**src/rtl/cpu_pkg.sv**
```systemverilog
// Shared RV32I definitions: opcodes, funct3/funct7 values, ALU op codes.
// Imported by alu and cpu_top.
package cpu_pkg;

  localparam logic [6:0] OPC_LUI    = 7'b0110111;
  localparam logic [6:0] OPC_AUIPC  = 7'b0010111;
  localparam logic [6:0] OPC_JAL    = 7'b1101111;
  localparam logic [6:0] OPC_JALR   = 7'b1100111;
  localparam logic [6:0] OPC_BRANCH = 7'b1100011;
  localparam logic [6:0] OPC_LOAD   = 7'b0000011;
  localparam logic [6:0] OPC_STORE  = 7'b0100011;
  localparam logic [6:0] OPC_OP_IMM = 7'b0010011;
  localparam logic [6:0] OPC_OP     = 7'b0110011;

  localparam logic [2:0] F3_ADD  = 3'b000;
  localparam logic [2:0] F3_SLL  = 3'b001;
  localparam logic [2:0] F3_SLT  = 3'b010;
  localparam logic [2:0] F3_SLTU = 3'b011;
  localparam logic [2:0] F3_XOR  = 3'b100;
  localparam logic [2:0] F3_SR   = 3'b101;
  localparam logic [2:0] F3_OR   = 3'b110;
  localparam logic [2:0] F3_AND  = 3'b111;

  localparam logic [2:0] F3_BEQ  = 3'b000;
  localparam logic [2:0] F3_BNE  = 3'b001;
  localparam logic [2:0] F3_BLT  = 3'b100;
  localparam logic [2:0] F3_BGE  = 3'b101;
  localparam logic [2:0] F3_BLTU = 3'b110;
  localparam logic [2:0] F3_BGEU = 3'b111;

  localparam logic [2:0] F3_B  = 3'b000;
  localparam logic [2:0] F3_H  = 3'b001;
  localparam logic [2:0] F3_W  = 3'b010;
  localparam logic [2:0] F3_BU = 3'b100;
  localparam logic [2:0] F3_HU = 3'b101;

  localparam logic [6:0] F7_BASE = 7'b0000000;
  localparam logic [6:0] F7_ALT  = 7'b0100000;
  localparam logic [6:0] F7_MUL  = 7'b0000001;

  localparam logic [31:0] ILLEGAL_WORD = 32'hdeadbeef;

  typedef enum logic [3:0] {
    ALU_OP_ADD  = 4'b0000,
    ALU_OP_SUB  = 4'b0001,
    ALU_OP_SLL  = 4'b0010,
    ALU_OP_SLT  = 4'b0011,
    ALU_OP_SLTU = 4'b0100,
    ALU_OP_XOR  = 4'b0101,
    ALU_OP_SRL  = 4'b0110,
    ALU_OP_SRA  = 4'b0111,
    ALU_OP_OR   = 4'b1000,
    ALU_OP_AND  = 4'b1001,
    ALU_OP_MUL  = 4'b1010
  } alu_op_e;

  typedef enum logic [1:0] {
    WB_ALU,
    WB_PC4,
    WB_LOAD
  } wb_sel_e;

  function automatic alu_op_e f3_alu(
    input logic [2:0] f3,
    input logic       alt
  );
    alu_op_e op;
    op = ALU_OP_ADD;
    unique case (f3)
      F3_ADD:  op = alt ? ALU_OP_SUB : ALU_OP_ADD;
      F3_SLL:  op = ALU_OP_SLL;
      F3_SLT:  op = ALU_OP_SLT;
      F3_SLTU: op = ALU_OP_SLTU;
      F3_XOR:  op = ALU_OP_XOR;
      F3_SR:   op = alt ? ALU_OP_SRA : ALU_OP_SRL;
      F3_OR:   op = ALU_OP_OR;
      F3_AND:  op = ALU_OP_AND;
    endcase
    return op;
  endfunction

endpackage

```
**src/rtl/alu.sv**
```systemverilog
// RV32I ALU plus MUL (low 32 bits). Ports: op, a, b in; y out.
// Shifts use b[4:0]; all arithmetic wraps modulo 2^32.
module alu
  import cpu_pkg::*;
(
  input  alu_op_e     op,
  input  logic [31:0] a,
  input  logic [31:0] b,
  output logic [31:0] y
);

  always_comb begin
    y = '0;
    unique case (op)
      ALU_OP_ADD:  y = a + b;
      ALU_OP_SUB:  y = a - b;
      ALU_OP_SLL:  y = a << b[4:0];
      ALU_OP_SLT:  y = {31'b0, $signed(a) < $signed(b)};
      ALU_OP_SLTU: y = {31'b0, a < b};
      ALU_OP_XOR:  y = a ^ b;
      ALU_OP_SRL:  y = a >> b[4:0];
      ALU_OP_SRA:  y = $unsigned($signed(a) >>> b[4:0]);
      ALU_OP_OR:   y = a | b;
      ALU_OP_AND:  y = a & b;
      ALU_OP_MUL:  y = a * b;
      default:     y = a + b;
    endcase
  end

endmodule

```
**src/rtl/cpu_top.sv**
```systemverilog
// Single-cycle RV32I + MUL core: decode, regfile, PC, load/store lanes.
// Ports: clk, rst_n, i_mem_addr/i_mem_rdata, d_mem_addr/wdata/wen/rdata.
module cpu_top
  import cpu_pkg::*;
#(
  parameter logic [31:0] RESET_PC = 32'h0000_0000
) (
  input  logic        clk,
  input  logic        rst_n,
  output logic [31:0] i_mem_addr,
  input  logic [31:0] i_mem_rdata,
  output logic [31:0] d_mem_addr,
  output logic [31:0] d_mem_wdata,
  output logic [3:0]  d_mem_wen,
  input  logic [31:0] d_mem_rdata
);

  logic [31:0] pc, pc4, next_pc, instr;
  logic [31:0] rf [32];

  logic [6:0]  opcode, f7;
  logic [4:0]  rd, rs1, rs2;
  logic [2:0]  f3;
  logic [31:0] imm_i, imm_s, imm_b, imm_u, imm_j;
  logic [31:0] rs1_val, rs2_val;

  logic        legal, wb_en;
  logic        is_load, is_store, is_branch;
  logic        is_jal, is_jalr;
  wb_sel_e     wb_sel;
  alu_op_e     alu_op;
  logic [31:0] op_a, op_b, alu_y;

  logic        eq, lt, ltu, taken;
  logic [31:0] ld_shift, ld_data, wb_data;
  logic [15:0] ld_half;
  logic [31:0] st_data;
  logic [3:0]  st_wen;

  assign instr      = i_mem_rdata;
  assign i_mem_addr = pc;
  assign pc4        = pc + 32'd4;

  assign opcode = instr[6:0];
  assign rd     = instr[11:7];
  assign f3     = instr[14:12];
  assign rs1    = instr[19:15];
  assign rs2    = instr[24:20];
  assign f7     = instr[31:25];

  assign imm_i = {{20{instr[31]}}, instr[31:20]};
  assign imm_s = {{20{instr[31]}}, instr[31:25], instr[11:7]};
  assign imm_b = {{19{instr[31]}}, instr[31], instr[7],
                  instr[30:25], instr[11:8], 1'b0};
  assign imm_u = {instr[31:12], 12'b0};
  assign imm_j = {{11{instr[31]}}, instr[31], instr[19:12],
                  instr[20], instr[30:21], 1'b0};

  assign rs1_val = (rs1 == 5'd0) ? '0 : rf[rs1];
  assign rs2_val = (rs2 == 5'd0) ? '0 : rf[rs2];

  always_comb begin
    legal     = 1'b0;
    wb_en     = 1'b0;
    wb_sel    = WB_ALU;
    alu_op    = ALU_OP_ADD;
    op_a      = rs1_val;
    op_b      = rs2_val;
    is_load   = 1'b0;
    is_store  = 1'b0;
    is_branch = 1'b0;
    is_jal    = 1'b0;
    is_jalr   = 1'b0;
    unique case (opcode)
      OPC_LUI: begin
        legal = 1'b1;
        wb_en = 1'b1;
        op_a  = '0;
        op_b  = imm_u;
      end
      OPC_AUIPC: begin
        legal = 1'b1;
        wb_en = 1'b1;
        op_a  = pc;
        op_b  = imm_u;
      end
      OPC_JAL: begin
        legal  = 1'b1;
        wb_en  = 1'b1;
        wb_sel = WB_PC4;
        is_jal = 1'b1;
        op_a   = pc;
        op_b   = imm_j;
      end
      OPC_JALR: begin
        legal   = (f3 == 3'b000);
        wb_en   = 1'b1;
        wb_sel  = WB_PC4;
        is_jalr = 1'b1;
        op_b    = imm_i;
      end
      OPC_BRANCH: begin
        legal     = (f3 != 3'b010) && (f3 != 3'b011);
        is_branch = 1'b1;
        op_a      = pc;
        op_b      = imm_b;
      end
      OPC_LOAD: begin
        legal   = (f3 == F3_B) || (f3 == F3_H) || (f3 == F3_W)
               || (f3 == F3_BU) || (f3 == F3_HU);
        wb_en   = 1'b1;
        wb_sel  = WB_LOAD;
        is_load = 1'b1;
        op_b    = imm_i;
      end
      OPC_STORE: begin
        legal    = (f3 == F3_B) || (f3 == F3_H) || (f3 == F3_W);
        is_store = 1'b1;
        op_b     = imm_s;
      end
      OPC_OP_IMM: begin
        // Shift-immediates carry funct7 in imm[11:5]; check it.
        unique case (f3)
          F3_SLL:  legal = (f7 == F7_BASE);
          F3_SR:   legal = (f7 == F7_BASE) || (f7 == F7_ALT);
          default: legal = 1'b1;
        endcase
        wb_en  = 1'b1;
        op_b   = imm_i;
        alu_op = f3_alu(f3, (f3 == F3_SR) && instr[30]);
      end
      OPC_OP: begin
        wb_en = 1'b1;
        if (f7 == F7_MUL) begin
          legal  = (f3 == 3'b000);
          alu_op = ALU_OP_MUL;
        end else begin
          legal  = (f7 == F7_BASE)
                || ((f7 == F7_ALT) && ((f3 == F3_ADD) || (f3 == F3_SR)));
          alu_op = f3_alu(f3, instr[30]);
        end
      end
      default: ;
    endcase
    // This word decodes as JAL but is reserved as a poison pattern.
    if (instr == ILLEGAL_WORD) legal = 1'b0;
  end

  alu u_alu (
    .op (alu_op),
    .a  (op_a),
    .b  (op_b),
    .y  (alu_y)
  );

  assign eq  = (rs1_val == rs2_val);
  assign lt  = ($signed(rs1_val) < $signed(rs2_val));
  assign ltu = (rs1_val < rs2_val);

  always_comb begin
    taken = 1'b0;
    unique case (f3)
      F3_BEQ:  taken = eq;
      F3_BNE:  taken = !eq;
      F3_BLT:  taken = lt;
      F3_BGE:  taken = !lt;
      F3_BLTU: taken = ltu;
      F3_BGEU: taken = !ltu;
      default: taken = 1'b0;
    endcase
  end

  always_comb begin
    next_pc = pc4;
    unique case (1'b1)
      legal && is_jal:             next_pc = alu_y;
      legal && is_jalr:            next_pc = {alu_y[31:1], 1'b0};
      legal && is_branch && taken: next_pc = alu_y;
      default: ;
    endcase
  end

  assign ld_shift = d_mem_rdata >> {alu_y[1:0], 3'b000};
  assign ld_half  = alu_y[1] ? d_mem_rdata[31:16] : d_mem_rdata[15:0];

  always_comb begin
    ld_data = d_mem_rdata;
    unique case (f3)
      F3_B:    ld_data = {{24{ld_shift[7]}}, ld_shift[7:0]};
      F3_H:    ld_data = {{16{ld_half[15]}}, ld_half};
      F3_BU:   ld_data = {24'b0, ld_shift[7:0]};
      F3_HU:   ld_data = {16'b0, ld_half};
      default: ld_data = d_mem_rdata;
    endcase
  end

  // Low address bits beyond the access size are ignored for lanes.
  always_comb begin
    st_wen  = 4'b0000;
    st_data = rs2_val;
    unique case (f3)
      F3_B: begin
        st_wen  = 4'b0001 << alu_y[1:0];
        st_data = rs2_val << {alu_y[1:0], 3'b000};
      end
      F3_H: begin
        st_wen  = alu_y[1] ? 4'b1100 : 4'b0011;
        st_data = alu_y[1] ? {rs2_val[15:0], 16'b0} : rs2_val;
      end
      F3_W:    st_wen = 4'b1111;
      default: st_wen = 4'b0000;
    endcase
  end

  assign d_mem_addr  = alu_y;
  assign d_mem_wdata = st_data;
  assign d_mem_wen   = (rst_n && legal && is_store) ? st_wen : 4'b0000;

  always_comb begin
    wb_data = alu_y;
    unique case (wb_sel)
      WB_PC4:  wb_data = pc4;
      WB_LOAD: wb_data = ld_data;
      default: wb_data = alu_y;
    endcase
  end

  always_ff @(posedge clk or negedge rst_n) begin
    if (!rst_n) begin
      pc <= RESET_PC;
      for (int i = 0; i < 32; i++) rf[i] <= '0;
    end else begin
      pc <= next_pc;
      if (legal && wb_en && (rd != 5'd0)) rf[rd] <= wb_data;
    end
  end

endmodule

```
**config.mk**
```make
export PLATFORM = sky130hd
export DESIGN_NAME = cpu_top
export DESIGN_NICKNAME = d
export VERILOG_FILES = /design/src/rtl/cpu_pkg.sv /design/src/rtl/alu.sv /design/src/rtl/cpu_top.sv
export SDC_FILE = /design/constraint.sdc
export NUM_CORES = 2
export LEC_CHECK = 0
export CORE_ASPECT_RATIO = 1.25
export CORE_MARGIN = 2
export CORE_UTILIZATION = 64
export DETAILED_ROUTE_END_ITERATION = 6
export PLACE_DENSITY = 0.82
export SYNTH_ARGS = -nofsm -noshare
export SYNTH_HDL_FRONTEND = slang
export SYNTH_SLANG_ARGS = --single-unit
```
**constraint.sdc**
```tcl
create_clock -name clk -period 18.3 [get_ports clk]
set_input_delay 2.745 -clock clk [delete_from_list [all_inputs] [get_ports clk]]
set_output_delay 2.745 -clock clk [all_outputs]
set_load 0.05 [all_outputs]
```
# After elaboration in Yosys (flattened, before gate mapping)

Cells that the tools add are included.

Word-level logic and storage cells: 167
Register bits: 1056
Output and inout bits: 100
Input bits: 66

Reduce and logical (&&, ||, !) cells: 34
Multiplexer cells: 42
$lt $le $gt $ge: 8
Bitwise gates (word level): 6
Add/sub/neg operators: 3
Shift-type cells: 6
Multiply operators: 1
Eq/ne operators: 34

Operator list:

| kind                    | number |
|---|---|
| $bwmux W1024            | 1 |
| $bmux W32 S5            | 2 |
| $pmux W32 S10           | 1 |
| $mux W32                | 8 |
| $pmux W32 S2            | 4 |
| $demux W32 S5           | 1 |
| $pmux W32 S5            | 1 |
| $lt A32 B32 Y1          | 4 |
| $pmux W32 S4            | 1 |
| $pmux W4 S8             | 2 |
| $shl A32 B5 Y32         | 2 |
| $add A32 B3 Y32 const B | 1 |
| $add A32 B32 Y32        | 1 |
| $and A32 B32 Y32        | 1 |
| $eq A32 B32 Y1          | 1 |
| $eq A32 B32 Y1 const B  | 1 |
| $mul A32 B32 Y32        | 1 |
| $or A32 B32 Y32         | 1 |
| $shr A32 B5 Y32         | 1 |
| $shr A32 B5 Y8          | 1 |
| $sshr A32 B5 Y32        | 1 |
| $sub A32 B32 Y32        | 1 |
| $xor A32 B32 Y32        | 1 |
| $eq A7 B6 Y1 const B    | 4 |
| 37 further kinds        | 91 |

# Longest topological paths before layout

Depth after elaboration: 12
Depth in mapped cells: 49
Gate-level depth less buffers: 37

# Hierarchy

A second synthesis with hierarchy kept.

Cell total of the unflattened synthesis: 7256
Area, all modules: 82724.3 µm²

By module, submodules not included:

| module  | cells an instance | sequential area each (µm²) | times used | area an instance (µm²) |
|---|---|---|---|---|
| cpu_top | 4267              | 26425.3                    | 1          | 59064.1 |
| alu     | 2989              | 0.0                        | 1          | 23660.2 |

# Worst setup path before layout

No wires, ideal clock.

Kind: in2out
From: in i_mem_rdata[20]
To: out d_mem_addr[31]
Path slack: 3017 ps
Data arrival time: 12538 ps
Path buffers: 10
Data required time: 15555 ps
Cell stages on the path: 42
Path through: buf_6 -> buf_12 -> buf_12 -> buf_8 -> or3b_2 -> clkbuf_1 -> o22ai_1 -> a211oi_1 -> a21oi_1 -> a21boi_1 -> inv_1 -> clkbuf_1 -> clkbuf_1 -> clkbuf_1 -> buf_1 -> clkbuf_1 -> nand2_1 -> fa_1 -> [6 not listed] -> fa_1 -> inv_1 -> fa_1 -> fa_1 -> fa_1 -> xnor2_1 -> xnor2_1 -> xnor2_1 -> xnor2_1 -> xnor2_1 -> xnor2_1 -> xnor2_1 -> xor3_2 -> xnor3_1 -> xnor2_1 -> xnor2_1 -> o211a_1 -> inv_1

Cells in the longest elaborated chain, start to end: 8
Elaborated cells between the ends (all ways): 17
Those cells by class: add/sub: 2; mul: 1; shift: 3; mux: 6; bitwise: 4; reduce/logical: 1

Ends and longest elaborated chain:

| element                                        | RTL line      | RTL |
|---|---|---|
| start: declaration                             | cpu_top.sv:11 | `input logic [31:0] i_mem_rdata,` |
| $not A5 Y6 (not written as such)               | cpu_top.sv:60 | `assign rs2_val = (rs2 == 5'd0) ? '0 : rf[rs2];` |
| $bmux W32 S5                                   | cpu_top.sv:60 |  |
| $mux W32 (not written as such) (2 in series)   | cpu_top.sv:60 |  |
| $mux W32                                       | cpu_top.sv:60 |  |
| $pmux W32 S5 (*)                               | cpu_top.sv:74 | `unique case (opcode)` |
| $mul A32 B32 Y32, or another cell as far along | alu.sv:25     | `ALU_OP_MUL: y = a * b;` |
| $pmux W32 S10 (*)                              | alu.sv:14     | `unique case (op)` |
| end: declaration                               | cpu_top.sv:12 | `output logic [31:0] d_mem_addr,` |

Every way passes the cells marked *; elsewhere a longest branch is shown, timed or not. The select of a mux whose other input is x is not followed.

# Final worst setup path

From: in i_mem_rdata[23]
To: out d_mem_addr[31]

The elaborated chain is that of the path after synthesis.

==> qor.json <==
{
  "run_status": "finished with violations",
  "violations_in_the_final_reports": "design-rule violations, max-capacitance violations, max-slew violations",
  "cts_buffer_depth": 3,
  "drt-wirelength-per-cell_um": 39.0,
  "tritoncts": "done",
  "fin_tns_setup_ns": 0,
  "cts_htree_levels": 3,
  "floorplan.die_area_um2": 134000,
  "critical_path.max_stage_delay_ns": 1.31,
  "postCtsHoldBufs": 0,
  "layout.filler_cells": 9434,
  "remaining_drc_errors": 33,
  "setup_repair_after_global_routing_missed_its_margin": "false",
  "hold_path_startpoint": "rf[1023]",
  "drv_slew": 24,
  "synth.lib_cells_used.distinct": 135,
  "global_route.usage.total": 0.605,
  "vias": 80265,
  "dr_wl_met2_mm": 166,
  "fp.dieH_um": 409,
  "cp.arrival_ns": 15.13,
  "postRouteAntennaNets": 0,
  "worst_setup_hold_path_clk_slew_ns": 0.07,
  "tightest_slew_ns": 1.80,
  "layout_common_cells": "1342 x sky130_fd_sc_hd__nand2_1, 1056 x sky130_fd_sc_hd__dfrtp_1, 984 x sky130_fd_sc_hd__o21ai_0",
  "synth.avg_cell_area_um2": 9.64,
  "drv_cap": 5,
  "timing.critical_path.to_type": "output port",
  "report.final.setup_viol": 0,
  "placeableCoreArea_um2": 130000,
  "floorplan.io_pins": 166,
  "start_kind": "input pin",
  "wl_met3_mm": 63.9,
  "drive_gt1_frac": 0.166,
  "drt_iter0_drc": 14159,
  "worstPathMaxFanout": 24,
  "drt_pre_antenna_iters": 7,
  "timing.fmax_mhz": 55.9,
  "cp.buffers_inverters": 7,
  "critical-path-top-cell-by-count": "sky130_fd_sc_hd__xnor2_1",
  "io_buffer_count": 165,
  "num_rows": 148,
  "synthesis.instances": 8700,
  "peakVddDrop_uv": 149,
  "grt_max_degree": 164,
  "starting_density_of_the_core": 0.644,
  "die_x_um": 328,
  "gpl.final_weighted_congestion": 1.19,
  "cp_data_required_time_ns": 15.55,
  "max_slew_margin": -0.209,
  "timing.final.hold_violations": 0,
  "wirelength_met1_mm": 117,
  "antenna_found_initial": 51,
  "critical_path_class": "input pin to output port",
  "ys_seq_elements": 1056,
  "worstSetupStartpoint": "i_mem_rdata[23]",
  "finalClockSkew_ns": 0.0658,
  "power_leakage_nw": 40.0,
  "seq_area_frac_synth": 0.315,
  "finalWirelength_mm": 403,
  "yosysWarningCount": 0,
  "global_route.overflow_total": 0,
  "worst_path_max_delay_cell": "sky130_fd_sc_hd__a221oi_1",
  "synth_nets": 9431,
  "grt_first_pass_wirelength_mm": 574,
  "first_global_vias": 80843,
  "ys.flop_type": "sky130_fd_sc_hd__dfrtp_1",
  "worstReg2RegStart": "rf[346]",
  "layout.cells.most_common": "sky130_fd_sc_hd__nand2_1",
  "cts.sink_count": 1056,
  "mappedNetlistArea_um2": 83900,
  "cts_setup_buffers": 0,
  "insertion_delay_ns": 0.75,
  "flow.area_growth_from_synthesis_pct": 7.25,
  "nNetsFinal": 9237,
  "cts_root_buf": "sky130_fd_sc_hd__clkbuf_16",
  "synth-edff-count": 0,
  "route.detailed.vias_per_inst": 7.77,
  "cell_family_contributing_the_most_delay_on_the_critical_path": "adder cells",
  "hpwl_after_detailed_placement_mm": 277,
  "top_signal_layer_used": "met5",
  "asyncSetResetFlopFracSynth": 1.00,
  "fin_total_pwr_mw": 7.67,
  "finalCritPeriodShare": 0.977,
  "cellPowerDensity_nw_per_um2": 85.2,
  "timing.hold.worst.class": "register to register",
  "cts_resized": 0,
  "timing.final.crit_period_ns": 17.88,
  "cts_made_buffers": 94
}
worst register-to-register path: cells and delay by family, from the launching register on:
kind,cells,cell delay (ns)
multiplexers,1,0.31
AND/OR/NAND/NOR,4,1.02
buffers and inverters,4,0.82
XOR/XNOR,11,2.71
flip-flops,1,0.38
AO/OA/AOI/OAI,6,2.59
adder cells (fa/ha/maj),8,3.79
flip-flops by register name (all words and copies together), names as in the netlist:
register	count
rf	1024
i_mem_addr	32
layout make-up:
cell class | instances | area [um^2] | area share
Tap cell | 1725 | 2160 | 0.0240
Sequential cell | 1056 | 26400 | 0.294
Inverter | 550 | 2070 | 0.0230
Timing Repair Buffer | 487 | 4210 | 0.0468
Antenna cell | 29 | 72.6 | 0.000807
Clock inverter | 31 | 463 | 0.00515
Multi-Input combinational cell | 6317 | 51800 | 0.576
Clock buffer | 138 | 2740 | 0.0304
path summary, 6_finish.rpt:
| check | endpoint | slack [ns] | cells past startpoint |
|---|---|---|---|
| max | d_mem_addr[31] | 0.42 | 34 |
| min | rf[1023] | 0.41 | 0 |
| max reg2reg | rf[767] | 6.50 | 34 |
| min reg2reg | rf[1023] | 0.41 | 0 |
| max in group asynchronous | rf[771] | 13.31 | 4 |
| min in group asynchronous | rf[186] | 1.94 | 1 |
cells in the mapped netlist, types with 31 or more instances:
| library cell | number | area, um^2 |
|---|---|---|
| sky130_fd_sc_hd__o22ai_1 | 59 | 369 |
| sky130_fd_sc_hd__xnor2_1 | 95 | 832 |
| sky130_fd_sc_hd__and3_1 | 48 | 300 |
| sky130_fd_sc_hd__o221ai_1 | 58 | 508 |
| sky130_fd_sc_hd__o21ai_1 | 99 | 495 |
| sky130_fd_sc_hd__nand2b_1 | 34 | 213 |
| sky130_fd_sc_hd__o211ai_1 | 61 | 458 |
| sky130_fd_sc_hd__nor2_1 | 535 | 2010 |
| sky130_fd_sc_hd__dfrtp_1 | 1056 | 26400 |
| sky130_fd_sc_hd__buf_2 | 94 | 470 |
| sky130_fd_sc_hd__o21ai_0 | 988 | 4940 |
| sky130_fd_sc_hd__nand4_1 | 41 | 257 |
| sky130_fd_sc_hd__o21ai_2 | 35 | 307 |
| sky130_fd_sc_hd__a31oi_1 | 37 | 231 |
| sky130_fd_sc_hd__inv_1 | 530 | 1990 |
| sky130_fd_sc_hd__a22o_1 | 42 | 368 |
| sky130_fd_sc_hd__a21o_1 | 52 | 390 |
| sky130_fd_sc_hd__a22oi_1 | 41 | 308 |
| sky130_fd_sc_hd__fa_1 | 410 | 8210 |
| sky130_fd_sc_hd__nor3_1 | 97 | 485 |
| sky130_fd_sc_hd__clkbuf_1 | 495 | 1860 |
| sky130_fd_sc_hd__nand3_1 | 86 | 430 |
| sky130_fd_sc_hd__mux4_2 | 359 | 8090 |
| sky130_fd_sc_hd__buf_4 | 46 | 345 |
| sky130_fd_sc_hd__ha_1 | 255 | 3190 |
| sky130_fd_sc_hd__buf_6 | 54 | 608 |
| sky130_fd_sc_hd__a211o_1 | 31 | 272 |
| sky130_fd_sc_hd__buf_1 | 43 | 161 |
| sky130_fd_sc_hd__a221oi_1 | 51 | 447 |
| sky130_fd_sc_hd__mux2_2 | 321 | 3610 |
| sky130_fd_sc_hd__nand2_1 | 1373 | 5150 |
| sky130_fd_sc_hd__a211oi_1 | 52 | 390 |
| sky130_fd_sc_hd__mux2i_1 | 232 | 2320 |
| sky130_fd_sc_hd__a21oi_1 | 229 | 1150 |
| sky130_fd_sc_hd__a221o_1 | 35 | 350 |
metrics by stage:
stage	hold WS (ns)	area, um^2	std cells	utilization	setup WS (ns)
CTS	0.398	89900	10304	0.690	1.39
floorplan	0.441	83900	8700	-	3.02
global route	0.415	89900	10309	0.690	0.621
global placement	0.379	86700	10135	0.666	1.65
finish	0.406	89900	10333	0.691	0.425
detailed placement	0.384	86700	10135	0.666	1.44
layer usage:
metal  vias up  global-route usage
li1      30344                   -
met1     38553               0.634
met2      8088               0.848
met5         -              0.0605
met3      3222               0.306
met4        58               0.615
cell families (layout without fill, tap and decap cells):
kind of cell / after synthesis / count (layout) / synth area share
adders and majority gates: 665 / 665 / 0.136
DFF: 1056 / 1056 / 0.315
AOI/OAI and AO/OA: 2196 / 2196 / 0.168
and+or+nand+nor: 2396 / 2396 / 0.122
other: 0 / 29 / 0
muxes: 932 / 932 / 0.172
xor gates and xnor gates: 128 / 128 / 0.0148
buffers and inverters: 1327 / 1206 / 0.0725
power by group:
part,internal (mW),switching [mW],total (mW)
clock network,1.16,0.957,2.11
registers,2.35,0.0493,2.40
logic,1.02,2.13,3.15
(Power assumes the default switching activity.)
